<file path="src/rtl/rx_to_mem.sv">
// -----------------------------------------------------------------------------
// rx_to_mem
//
// Loader between the UART receiver and the matrix memories. Each byte flagged
// by the receiver's ready level is synchronised into the clk domain and
// written row-major into matrix A (first ROW*COLUMN bytes) and then matrix B
// (next ROW*COLUMN bytes). A one-cycle load_done pulse marks a complete
// A+B frame so the multiply stage can start.
//
// Optional feature (compile-time macro RX_TIMEOUT_EN):
//   defined     - an inter-byte timeout of TIMEOUT_CYCLES clk cycles in LOAD
//                 aborts the frame and pulses load_error.
//   not defined - no timeout counter exists, load_error is tied to 0 and the
//                 loader waits indefinitely for the next byte.
//
// Parameters:
//   ROW, COLUMN     matrix dimensions (A and B share them)
//   ADDR_W          memory address width, ROW*COLUMN <= 2**ADDR_W
//   TIMEOUT_CYCLES  inter-byte timeout in clk cycles (RX_TIMEOUT_EN only)
//
// Ports:
//   clk            system clock
//   rst            asynchronous, active-low reset
//   rx_status      receiver byte-ready level (foreign clock domain)
//   rx_byte        received byte, stable while rx_status is high
//   frame_clear    synchronous abort of the current frame
//   write_A/_B     one-cycle write strobes to memory A / memory B
//   write_address  element address inside the selected matrix
//   write_value    byte being written
//   load_done      one-cycle pulse, both matrices loaded
//   load_error     one-cycle pulse on timeout abort
//   busy           frame in progress
//   state_LED      one-hot FSM state (IDLE 1000, LOAD 0100, WRITE 0010,
//                  DONE 0001); doubles as the FSM debug view
//
// Handshake: rx_status is a level, not a valid/ready pair. Each rising edge
// of the synchronised level delivers exactly one byte; there is no
// backpressure toward the receiver, so a byte arriving while the FSM is busy
// (WRITE or DONE) is parked in a one-deep holding register instead.
// -----------------------------------------------------------------------------
module rx_to_mem #(
    parameter int ROW            = 2,
    parameter int COLUMN         = 2,
    parameter int ADDR_W         = 6,
    parameter int TIMEOUT_CYCLES = 50_000_000
) (
    input  logic              clk,
    input  logic              rst,
    input  logic              rx_status,
    input  logic [7:0]        rx_byte,
    input  logic              frame_clear,
    output logic              write_A,
    output logic              write_B,
    output logic [ADDR_W-1:0] write_address,
    output logic [7:0]        write_value,
    output logic              load_done,
    output logic              load_error,
    output logic              busy,
    output logic [3:0]        state_LED
);

    localparam int N     = ROW * COLUMN;
    localparam int IDX_W = (2 * N > 1) ? $clog2(2 * N) : 1;

    // Elaboration-time sanity checks on the parameter set.
    if (N > 2 ** ADDR_W) begin : g_bad_addr_w
        $error("rx_to_mem: ROW*COLUMN does not fit in ADDR_W");
    end
    if (TIMEOUT_CYCLES < 2) begin : g_bad_timeout
        $error("rx_to_mem: TIMEOUT_CYCLES must be at least 2");
    end

    typedef enum logic [3:0] {
        IDLE  = 4'b1000,
        LOAD  = 4'b0100,
        WRITE = 4'b0010,
        DONE  = 4'b0001
    } state_t;

    state_t           state;
    logic [IDX_W-1:0] idx;

    // Two-flop synchroniser plus a third flop for edge detection. edge_q
    // registers the detected rising edge so the FSM sees a clean one-cycle
    // pulse; a level held high therefore produces exactly one byte.
    logic sync1, sync2, sync3, edge_q;

    // One-deep parking slot for a byte that lands while WRITE/DONE is busy.
    logic       pending;
    logic [7:0] hold;

    logic              take;
    logic [7:0]        take_byte;
    logic              is_a;
    logic              is_last;
    logic [ADDR_W-1:0] addr_sel;

    always_comb begin
        take      = edge_q | pending;
        // A parked byte is older than a fresh edge, so it goes first.
        take_byte = pending ? hold : rx_byte;
        is_a      = (idx < IDX_W'(N));
        is_last   = (idx == IDX_W'(2 * N - 1));
        addr_sel  = is_a ? ADDR_W'(idx) : ADDR_W'(idx - IDX_W'(N));
    end

    assign state_LED = state;

    always_ff @(posedge clk or negedge rst) begin
        if (!rst) begin
            sync1  <= 1'b0;
            sync2  <= 1'b0;
            sync3  <= 1'b0;
            edge_q <= 1'b0;
        end else begin
            sync1  <= rx_status;
            sync2  <= sync1;
            sync3  <= sync2;
            edge_q <= sync2 & ~sync3;
        end
    end

`ifdef RX_TIMEOUT_EN
    localparam int TMO_W = $clog2(TIMEOUT_CYCLES);

    logic [TMO_W-1:0] tmo_cnt;
    logic             tmo_hit;

    assign tmo_hit = (tmo_cnt == TMO_W'(TIMEOUT_CYCLES - 1));
`else
    assign load_error = 1'b0;
`endif

    always_ff @(posedge clk or negedge rst) begin
        if (!rst) begin
            state         <= IDLE;
            idx           <= '0;
            pending       <= 1'b0;
            hold          <= 8'h00;
            write_A       <= 1'b0;
            write_B       <= 1'b0;
            write_address <= '0;
            write_value   <= 8'h00;
            load_done     <= 1'b0;
            busy          <= 1'b0;
`ifdef RX_TIMEOUT_EN
            load_error    <= 1'b0;
            tmo_cnt       <= '0;
`endif
        end else begin
            // Strobes and pulses are single-cycle by default.
            write_A   <= 1'b0;
            write_B   <= 1'b0;
            load_done <= 1'b0;
`ifdef RX_TIMEOUT_EN
            load_error <= 1'b0;
`endif
            if (frame_clear) begin
                // Abort wins over everything, including a same-cycle edge.
                state   <= IDLE;
                idx     <= '0;
                pending <= 1'b0;
                busy    <= 1'b0;
`ifdef RX_TIMEOUT_EN
                tmo_cnt <= '0;
`endif
            end else begin
                case (state)
                    IDLE, LOAD: begin
                        if (take) begin
                            state         <= WRITE;
                            busy          <= 1'b1;
                            write_A       <= is_a;
                            write_B       <= ~is_a;
                            write_address <= addr_sel;
                            write_value   <= take_byte;
                            // If a fresh edge coincides with consuming the
                            // parked byte, the fresh one takes its place.
                            if (pending && edge_q) begin
                                pending <= 1'b1;
                                hold    <= rx_byte;
                            end else begin
                                pending <= 1'b0;
                            end
`ifdef RX_TIMEOUT_EN
                            tmo_cnt <= '0;
`endif
                        end
`ifdef RX_TIMEOUT_EN
                        else if (state == LOAD) begin
                            if (tmo_hit) begin
                                load_error <= 1'b1;
                                state      <= IDLE;
                                idx        <= '0;
                                busy       <= 1'b0;
                                tmo_cnt    <= '0;
                            end else begin
                                tmo_cnt <= tmo_cnt + 1'b1;
                            end
                        end
`endif
                    end

                    WRITE: begin
                        if (edge_q) begin
                            pending <= 1'b1;
                            hold    <= rx_byte;
                        end
                        idx <= idx + 1'b1;
                        if (is_last) begin
                            state     <= DONE;
                            load_done <= 1'b1;
                            busy      <= 1'b0;
                        end else begin
                            state <= LOAD;
                        end
                    end

                    DONE: begin
                        if (edge_q) begin
                            pending <= 1'b1;
                            hold    <= rx_byte;
                        end
                        idx   <= '0;
                        state <= IDLE;
                    end

                    default: begin
                        state <= IDLE;
                        idx   <= '0;
                        busy  <= 1'b0;
                    end
                endcase
            end
        end
    end

endmodule
</file>
<file path="config.mk">
export PLATFORM = sky130hd
export DESIGN_NAME = rx_to_mem
export DESIGN_NICKNAME = d
export VERILOG_FILES = /design/src/rtl/rx_to_mem.sv
export SDC_FILE = /design/constraint.sdc
export NUM_CORES = 1
export LEC_CHECK = 0
export CORE_AREA = 2 2 54 68
export DETAILED_ROUTE_END_ITERATION = 10
export DIE_AREA = 0 0 56 70
export GPL_TIMING_DRIVEN = 0
export PLACE_DENSITY = 0.91
export SLEW_MARGIN = 20
export SYNTH_ARGS = -nofsm -noshare
export SYNTH_HDL_FRONTEND = slang
export SYNTH_SLANG_ARGS = --single-unit
</file>
<file path="constraint.sdc">
create_clock -name clk -period 4.5 [get_ports clk]
set_input_delay 0.45 -clock clk [delete_from_list [all_inputs] [get_ports clk]]
set_output_delay 0.45 -clock clk [all_outputs]
set_load 0.02 [all_outputs]
</file>
Word-level counts from Yosys, hierarchy flattened:

Cells that the tools add are included.

* add/subtract/negate cells: 2
* $mul: 0
* div/mod/pow operators: 0
* magnitude comparators: 1
* eq/ne operators: 13
* shift-type cells: 0
* muxes and demuxes: 30
* bitwise gates (word level): 5
* reductions and logical operators: 9

Operators with widths (count)
* 8-bit 2-to-1 mux: 4
* 1-bit 2-to-1 mux: 16
* 8-bit case mux with 2 select lines: 1
* 3-bit AND reduction: 3
* 4-bit 2-to-1 mux: 2
* 2-bit inequality test, second input constant: 4
* 4-bit case mux with 2 select lines: 1
* 3-bit 2-to-1 mux: 2
* 6-bit 2-to-1 mux: 1
* 3-bit inequality test, second input constant: 2
* 3-bit case mux with 2 select lines: 1
* 5-bit AND reduction: 1
* 4-bit by 1-bit equality test with 1-bit output, second input constant: 1
* 4-bit by 2-bit equality test with 1-bit output, second input constant: 1
* 4-bit by 3-bit equality test with 1-bit output, second input constant: 1
* 4-bit equality test, second input constant: 1
* 2-bit OR reduction: 2
* 3-bit by 3-bit subtractor with 4-bit output, second input constant: 1
* 3-bit by 1-bit adder with 3-bit output, second input constant: 1
* 3-bit equality test, second input constant: 1
* 3-bit less-than comparator, second input constant: 1
* 3-bit by 1-bit inequality test with 1-bit output, second input constant: 1
* 1-bit inverter: 3
* 1-bit case mux with 3 select lines: 1
* other kinds (7): 7

* flip-flop bits (word level): 38
* latch bits: 0
* memory bits (writable): 0
* memory bits (read-only): 0
* input port bits: 12
* output and inout port bits: 23
* word-level logic and storage cells: 74
* memories kept: 0

Logic depth before layout (Yosys ltp):

* depth in word-level cells: 5
* gate-level depth with buffers: 5
* depth with buffers taken out: 3

Worst setup path after synthesis:

Ideal clock, no wire load.

* path kind: register -> register
* from: register state[3], in the netlist state_LED[3]
* to: register write_address[1]
* setup time: 0.125 ns
* arrival time: 1.566 ns
* data required time: 4.375 ns
* path slack: 2.809 ns
* stages on the path, launching flop included: 6
* path buffers: 2
* clock period less this slack: 1.691 ns
* cell sequence: dfstp_2 -> clkbuf_8 -> xor2_2 -> nand3b_2 -> buf_6 -> mux2_4

* word-level cells in the longest chain between the ends: 3
* elaborated cells on any way between the ends: 4
* classes of those cells: 2 x eq/ne; 2 x reduce/logical

RTL lines
* start, declared: RTL line 80 `state_t state;`
* start signal, assigned: RTL line 136 `state <= IDLE;`
* start signal, assigned: RTL line 160 `state <= IDLE;`
* start signal, assigned: RTL line 171 `state <= WRITE;`
* 4-bit equality test or 4-bit by 3-bit equality test with 1-bit output (tied branches): RTL line 168 `case (state)`
* 2-bit OR reduction (*): RTL line 168
* 3-bit AND reduction (no line) (*)
* end signal, assigned: RTL line 175 `write_address <= addr_sel;`
* end, declared: RTL line 54 `output logic [ADDR_W-1:0] write_address,`

Every way passes the cells marked *; elsewhere a longest branch is shown, timed or not.
A chain may end at the register's enable or synchronous reset.

Worst setup path in the final report:

* from: input port frame_clear
* to: register hold[6]

* word-level cells in the longest chain between the ends: 2

RTL lines
* start, declared: RTL line 51 `input logic frame_clear,`
* 1-bit inverter (no line)
* 5-bit AND reduction (no line)
* end signal, assigned: RTL line 181 `hold <= rx_byte;`
* end signal, assigned: RTL line 207 `hold <= rx_byte;`
* end signal, assigned: RTL line 222 `hold <= rx_byte;`
* end, declared: RTL line 90 `logic [7:0] hold;`

Every way passes these cells.

==> results by group <==
Run status
  – Status: finished clean

Synthesis
  – Sequential-to-total area share from yosys stat: 49.1%
  – Synth top area share: 47.6%
  – Synthesized flop and latch total: 34
  – Synth area leader: dfrtp_1
  – Synth warn: 0
  – Synth area leaders: dfrtp_1 48%, mux2_2 7.8%, mux2_4 5.2%
  – Synthesized area: 1730 um2
  – Mean post-synth cell area: 11.8 um2
  – Unique masters post-synth: 40
  – Synth Flop Type: dfrtp_1
  – Asr flop ratio synth: 100%
  – Number of synthesized flops with an enable pin: 0
  – Syn Inst Count: 147

STA
  – Tcrit/Tclk final: 41.8%
  – Fmax: 0.532 GHz
  – Worst Setup Slack, final: 2.62 ns
  – Rel. slew slack: 45.4%
  – Worst Tran Pin Value: 0.817 ns
  – Final hold vios: 0
  – Min cycle time layout: 1.88 ns
  – Slew Viols, Final: 0
  – Final hold slack: 0.220 ns
  – RSZ-0062 raised after global routing: false
  – TNS Setup: 0 ns
  – Setup Skew: 0.00646 ns
  – # setup viols final: 0

Hold path
  – Hold crit path type: input port to async pin

Floorplanning
  – Starting Density: 51.6%
  – Die height: 70 um
  – Cell Rows: 24
  – Core Box Area: 3360 um2
  – Die X: 56 um
  – Die ar.: 3920 um2
  – Top-level port count: 35

CTS
  – Clock root buffer: clkbuf_8
  – Clk_lat worst skew: 0.28 ns
  – Post-CTS setup buffer count: 0
  – Htree depth: 2
  – Post-CTS Resized: 0
  – Hold_buf cts: 0
  – Reg clk slew, reported paths: 0.07 ns
  – CTS buffer count: 5
  – Max Root-Sink Buffers: 2
  – CTS tree: done
  – TritonCTS Sinks: 34

Placed design
  – Dpl cell area: 2080 um2
  – Dpl hpwl: 2.62 mm
  – I/O Buffers: 29
  – RePlAce Congestion: 0.866
  – Setup WS pre-CTS: 2.35 ns

Critical path
  – Reg2Reg Setup Slack: 2.76 ns
  – Worst path required time: 4.69 ns
  – CP arrival: 2.07 ns
  – Critical path type: input port to register
  – CP Max Fanout: 9
  – FF-to-FF path depth: 5
  – Worst reg2reg startpoint: state_LED[3]
  – R2R Path End: write_value[7]
  – Startpoint Class: input port
  – Worst Setup End Kind: register

Route
  – Final WL: 3.68 mm
  – Drt initial violations: 74
  – DR pass1 iterations: 4
  – Vias post-DR: 1,304
  – Final ANT Viol Nets: 0
  – DR DRC count: 0
  – Vias per cell: 5.74
  – DR WL/cell: 16.2 um

GRT
  – Largest net degree at the start of global routing: 35
  – Tot GR Track Use: 21.0%
  – Congestion Overflow GR: 0
  – Initial antenna violation count: 0
  – Global-route wire length before repair: 6.37 mm
  – Vias in the first global route: 1,296

Finish
  – Final Util: 64.3%
  – Diode count: 0
  – Fill cell count: 269
  – Design area: 2160 um2
  – Share of cells above drive strength 1: 25.0%
  – Area delta synth->final: 24.7%
  – Most frequent cells in the layout: 33 x dfrtp_1, 28 x clkdlybuf4s50_1, 12 x mux2_2
  – Final net count: 201
  – Most common cell after layout, fill and taps aside: dfrtp_1

Power
  – Power Density: 326 nW/um2
  – Max IR drop VDD: 265 uV
  – Leakage power: 0.951 nW

Job
  – Max Cap Violations: 0
## power breakdown
part	leakage [nW]	internal [mW]	switching, mW
combinational	0.468	0.0783	0.0709
sequential	0.444	0.331	0.0142
clock	0.0395	0.110	0.101
total	0.951	0.519	0.186
## critical path, stage by stage
cell	delay [ns]
clkdlybuf4s50_1	0.53
nor4b_2	0.79
nand3_1	0.18
o211ai_1	0.12
## cell usage after synthesis (all sizes together), types with 3 or more instances
cell type and n:
nand4 9, and2 4, inv 3, o21ai 10
nand3 9, a21oi 4, nor3 3, buf 13
mux2 18, nor2 5, dfrtp 33, xor2 3
clkbuf 3, o211ai 9
## worst max-delay path by stage
| stage | start | endpoint | slack [ns] |
|---|---|---|---|
| final | frame_clear | hold[6] | 2.62 |
| after global routing | frame_clear | hold[2] | 2.53 |
| after CTS | state_LED[3] | state_LED[3] | 2.62 |
| after detailed placement | frame_clear | write_value[7] | 2.35 |
| after global placement | frame_clear | write_address[1] | 2.40 |
| after floorplan | state_LED[3] | write_address[1] | 2.81 |
## state kept, by name, indices dropped and copies added, names as in the netlist
register and count:
busy 1, idx 3, write_address 2, sync1 1, write_A 1, hold 8
load_done 1, write_B 1, sync2 1, edge_q 1, state_LED 4, pending 1
write_value 8, sync3 1
## through the flow
step                power (mW)  cells
floorplan                0.430    151
global placement         0.494    219
detailed placement       0.500    219
CTS                      0.710    227
global route             0.735    227
finish                   0.705    227
## routing by layer
metal	vias to the layer above	GRT usage, %	part of all wire (%)
met4	0	9.26	1.9
met2	59	35.7	52
met3	7	4.81	6.8
li1	606	-	-
met1	632	25.2	39
met5	-	0	0
## kinds of logic after synthesis
family	after synthesis	synth area share, %
and+or+nand+nor	42	15.2
xor gates and xnor gates	4	2.45
other	1	0.216
DFF	34	49.1
buffers and inverters	19	8.73
muxes	18	13.0
AOI/OAI and AO/OA	27	9.88
adders and majority gates	2	1.44
## final cells by class
type / count / area, um2 / area share, %
Inverter: 3 / 11.3 / 0.521
Timing Repair Buffer: 29 / 285 / 13.2
Tap cell: 39 / 48.8 / 2.26
Buffer: 16 / 140 / 6.48
Sequential cell: 34 / 852 / 39.4
Multi-Input combinational cell: 98 / 746 / 34.5
Clock buffer: 8 / 80.1 / 3.70
(Power assumes the default switching activity.)
